<file path="src/rtl/serial_adder_ctrl.sv">
// Bit-serial adder controller: one 1-bit full adder reused over WIDTH cycles, LSB first.
// Optional subtraction (a - b) with a 'sub' port is enabled by defining SERIAL_ADDER_SUB_EN.

module full_adder (
    input  logic a,
    input  logic b,
    input  logic ci,
    output logic s,
    output logic co
);

    assign s  = a ^ b ^ ci;
    assign co = (a & b) | (ci & (a ^ b));

endmodule

module serial_adder_ctrl #(
    parameter int WIDTH = 8
) (
    input  logic             clk,
    input  logic             reset,
    input  logic             start,
    input  logic [WIDTH-1:0] a,
    input  logic [WIDTH-1:0] b,
    input  logic             cin,
`ifdef SERIAL_ADDER_SUB_EN
    input  logic             sub,
`endif
    output logic             busy,
    output logic             done,
    output logic [WIDTH-1:0] sum,
    output logic             cout,
    output logic             ovf
);

    localparam int CW = (WIDTH > 1) ? $clog2(WIDTH) : 1;

    localparam logic [1:0] S_IDLE = 2'd0;
    localparam logic [1:0] S_ADD  = 2'd1;
    localparam logic [1:0] S_DONE = 2'd2;

    logic [1:0]       state;
    logic [CW-1:0]    counter;
    logic [WIDTH-1:0] a_sh;
    logic [WIDTH-1:0] b_sh;
    logic [WIDTH-1:0] sum_sh;
    logic             carry;
    logic             fa_s;
    logic             fa_cout;
    logic [WIDTH-1:0] sum_next;
    logic [WIDTH-1:0] b_load;
    logic             carry_load;
    logic             last_bit;

    full_adder u_fa (
        .a  (a_sh[0]),
        .b  (b_sh[0]),
        .ci (carry),
        .s  (fa_s),
        .co (fa_cout)
    );

    // Sum bits enter at the MSB and walk down, so after WIDTH shifts bit 0 lands at index 0.
    generate
        if (WIDTH == 1) begin : g_w1
            assign sum_next = fa_s;
        end else begin : g_wn
            assign sum_next = {fa_s, sum_sh[WIDTH-1:1]};
        end
    endgenerate

`ifdef SERIAL_ADDER_SUB_EN
    // a - b == a + ~b + 1; cin is not used when subtracting.
    assign b_load     = sub ? ~b : b;
    assign carry_load = sub ? 1'b1 : cin;
`else
    assign b_load     = b;
    assign carry_load = cin;
`endif

    assign last_bit = (counter == CW'(WIDTH - 1));
    assign busy     = (state == S_ADD);
    assign done     = (state == S_DONE);

    // NOTE: all state below uses non-blocking assignments so every register samples
    // pre-edge values; blocking here would make the shift chain collapse within one edge.
    always_ff @(posedge clk) begin
        if (reset) begin
            // NOTE: the operand/sum shift registers are reset too, so a reset mid-operation
            // leaves no stale datapath contents behind.
            state   <= S_IDLE;
            counter <= '0;
            carry   <= 1'b0;
            a_sh    <= '0;
            b_sh    <= '0;
            sum_sh  <= '0;
            sum     <= '0;
            cout    <= 1'b0;
            ovf     <= 1'b0;
        end else begin
            case (state)
                S_IDLE: begin
                    if (start) begin
                        a_sh    <= a;
                        b_sh    <= b_load;
                        carry   <= carry_load;
                        sum_sh  <= '0;
                        counter <= '0;
                        state   <= S_ADD;
                    end
                end
                S_ADD: begin
                    sum_sh  <= sum_next;
                    a_sh    <= a_sh >> 1;
                    b_sh    <= b_sh >> 1;
                    carry   <= fa_cout;
                    counter <= counter + 1'b1;
                    if (last_bit) begin
                        // 'carry' still holds the carry into the MSB on this edge.
                        sum   <= sum_next;
                        cout  <= fa_cout;
                        ovf   <= carry ^ fa_cout;
                        state <= S_DONE;
                    end
                end
                S_DONE: begin
                    counter <= '0;
                    state   <= S_IDLE;
                end
                default: begin
                    state <= S_IDLE;
                end
            endcase
        end
    end

endmodule

</file>
<file path="config.mk">
export PLATFORM = sky130hd
export DESIGN_NAME = serial_adder_ctrl
export DESIGN_NICKNAME = d
export VERILOG_FILES = /design/src/rtl/serial_adder_ctrl.sv
export SDC_FILE = /design/constraint.sdc
export NUM_CORES = 1
export LEC_CHECK = 0
export ABC_AREA = 1
export CAP_MARGIN = 20
export CORE_ASPECT_RATIO = 0.9
export CORE_UTILIZATION = 41
export CTS_CLUSTER_DIAMETER = 100
export DETAILED_ROUTE_END_ITERATION = 6
export GPL_TIMING_DRIVEN = 1
export MAX_ROUTING_LAYER = met4
export PLACE_DENSITY_LB_ADDON = 0.15
export SLEW_MARGIN = 40
export SYNTH_ARGS = -nofsm -noshare
export SYNTH_HDL_FRONTEND = slang
export SYNTH_HIERARCHICAL = 1
export SYNTH_SLANG_ARGS = --single-unit
</file>
<file path="constraint.sdc">
create_clock -name clk -period 1.6 [get_ports clk]
set_input_delay 0.16 -clock clk [delete_from_list [all_inputs] [get_ports clk]]
set_output_delay 0.16 -clock clk [all_outputs]
set_load 0.03 [all_outputs]
</file>
==> results.toml <==
[status]
status = "completed"

[grt]
grt_max_degree = 26
grt_overflow = 0
track_usage = 0.182
antenna_found_initial = 0
grt_pass1_vias = 1513
grt_pass1_wl_mm = 6.58

[worst_setup_path]
critPathLaunchType = "flop"
r2r_slack_ps = 260
worst_ep_required_time_ps = 1440
cp_max_fo = 19
critPathKind = "reg -> out"
end_kind = "output pin"
worstPathArrival_ps = 1340

[flow_run]
cap_violations = 0

[floorplan]
io_pins = 32
core_mm2 = 0.00418
die_area_mm2 = 0.00475
die_x_um = 72.5
initial_core_util = 0.439
die_height_um = 65.5
num_rows = 22

[cts]
htree_levels = 2
clkLatencyLatePin_ps = 290
cts_made_buffers = 5
cts_tree = "yes"
cts.sinks = 39
postCtsSetupRepairBufs = 0
clockBufferDepth = 2
cts_root_buffer = "clkbuf_8"
cts.clk_slew.worst_paths_ps = 80

[drt]
detail-route-antenna-nets = 0
drc_errors = 0
vias = 1566
wl_mm = 3.73
first_pass_iters = 4
avgViaCountPerCell = 4.67
wl_per_cell_um = 11.1
dr.first_iter.drc_count = 111

[sta]
finalClockSkew_ps = 5.42
tightest_slew_ps = 427
finalCritPeriodShare = 0.940
setup_violations = 0
min_period_ps = 1500
fin_hold_ws_ps = 425
max_slew_margin = 0.715
rsz0062_at_grt = "no"
tns_ps = 0
slew_viol_final = 0
hold_violations = 0
fmax_mhz = 665

[power_and_ir_drop]
power-per-cell-area_mw_per_mm2 = 961
leakage_nw = 0.997
p_total_mw = 2.20
vdd.ir_drop.worst_mv = 0.573

[final_layout]
fin_cells = 335
antenna_cells = 0
nets = 297
layout-drive-gt1-share = 0.149
syn_to_final_growth_pct = 24.6

[placement]
dp_hpwl_mm = 2.39
place_inst = 327
gp_congestion = 0.713
numPortBuffers = 31

[synthesis]
ys_seq_elements = 39
syn_area_per_cell_um2 = 7.49
synth.net_count = 268
netlist_area_mm2 = 0.00184
ys_seq_area_frac = 0.425
yosys_warnings = 6
synth_cells = 245
synthDistinctLibCells = 24

[hold_path]
hp-class = "in -> reg"
-- state kept, by name (all words and copies together), names as in the netlist --
| signal | count |
|---|---|
| carry | 1 |
| sum | 8 |
| ovf | 1 |
| cout | 1 |
| b_sh | 8 |
| sum_sh | 7 |
| counter | 3 |
| a_sh | 8 |
| state | 2 |
-- area by class of cell --
cell class | count | area (µm²)
clock buffer | 6 | 82.6
sequential | 39 | 781
inverter | 37 | 144
multi-input combinational | 157 | 825
tap | 60 | 75.1
clock inverter | 2 | 35.0
fill | 414 | 1900
timing repair buffer | 34 | 345
-- cell families (layout without fill, tap and decap cells) --
logic type,count (synthesis),in the layout,synth area share
and+or+nand+nor,123,123,0.304
DFF,39,39,0.425
AOI/OAI and AO/OA,30,30,0.116
adders and majority gates,3,3,0.0245
xor gates and xnor gates,1,1,0.00477
buffers and inverters,49,79,0.125
-- where the power goes --
| group | switching, mW | internal, mW |
|---|---|---|
| Sequential | 0.0282 | 1.01 |
| Combinational | 0.173 | 0.140 |
| Clock | 0.337 | 0.504 |
| Total | 0.539 | 1.66 |
-- layout by cell type, fill, tap and decap left out, drive strengths merged --
| cell | n |
|---|---|
| or2 | 1 |
| ha | 2 |
| buf | 4 |
| clkinv | 1 |
| o21a | 1 |
| nand2 | 69 |
| clkbuf | 6 |
| nand3 | 39 |
| dlygate4sd2 | 1 |
| xor2 | 1 |
| dfxtp | 39 |
| clkdlybuf4s50 | 29 |
| a21oi | 24 |
| nor3 | 1 |
| fa | 1 |
| bufinv | 1 |
| nor2 | 13 |
| inv | 37 |
| o21ai | 5 |
-- metrics by stage --
step / utilization / area (µm²) / worst slack, ps
after floorplan: - / 1840 / 329
after global placement: 0.517 / 2160 / 172
after detailed placement: 0.517 / 2160 / 142
after CTS: 0.546 / 2280 / 46.4
after global routing: 0.547 / 2290 / 3.74
final: 0.547 / 2290 / 95.7
-- layer usage --
layer	routed length (µm)	GRT usage	vias to the layer above
met1	1980	0.230	718
li1	-	-	824
met5	0	-	-
met2	1590	0.294	17
met3	108	0.0414	7
met4	48	0.0515	0
-- synth_stat cells --
cell type	number	area share
nor2_1	12	0.025
inv_2	3	0.0061
xor2_1	1	0.0048
inv_1	33	0.067
or2_2	1	0.0034
o21ai_0	4	0.011
nand2_1	60	0.12
fa_1	1	0.011
o21a_1	1	0.0041
o21ai_4	1	0.0089
buf_4	2	0.0082
nand3_1	39	0.11
nor2_4	1	0.0061
a21oi_2	13	0.062
dfxtp_1	39	0.43
clkbuf_1	1	0.0020
nand2_2	8	0.027
buf_6	4	0.025
buf_2	5	0.014
nand2_8	1	0.011
inv_4	1	0.0034
nor3_1	1	0.0027
a21oi_1	11	0.030
ha_1	2	0.014
-- path summary, 6_finish.rpt --
check | start | end | cells after the start
setup / recovery | state[1]$_SDFFE_PP0P_ | busy | 4
hold reg to reg | sum_sh[3]$_SDFFE_PP0P_ | sum[2]$_SDFFE_PP0P_ | 2
hold / removal | a[7] | a_sh[7]$_SDFFE_PP0P_ | 3
setup reg to reg | a_sh[0]$_SDFFE_PP0P_ | carry$_SDFFE_PP0P_ | 4
-- what timing repair did --
action / CTS / global route
hold buffers: 0 / 0
cloned: 0 / 0
resized for setup: 2 / 1
endpoints found under the setup margin: 2 / 1
-- critical path: stages (launching register included) --
cell	delay [ps]
dfxtp_1	350
inv_4	190
nand2_8	160
inv_4	160
buf_4	180
Note: power is estimated with default switching activity, not from simulation.
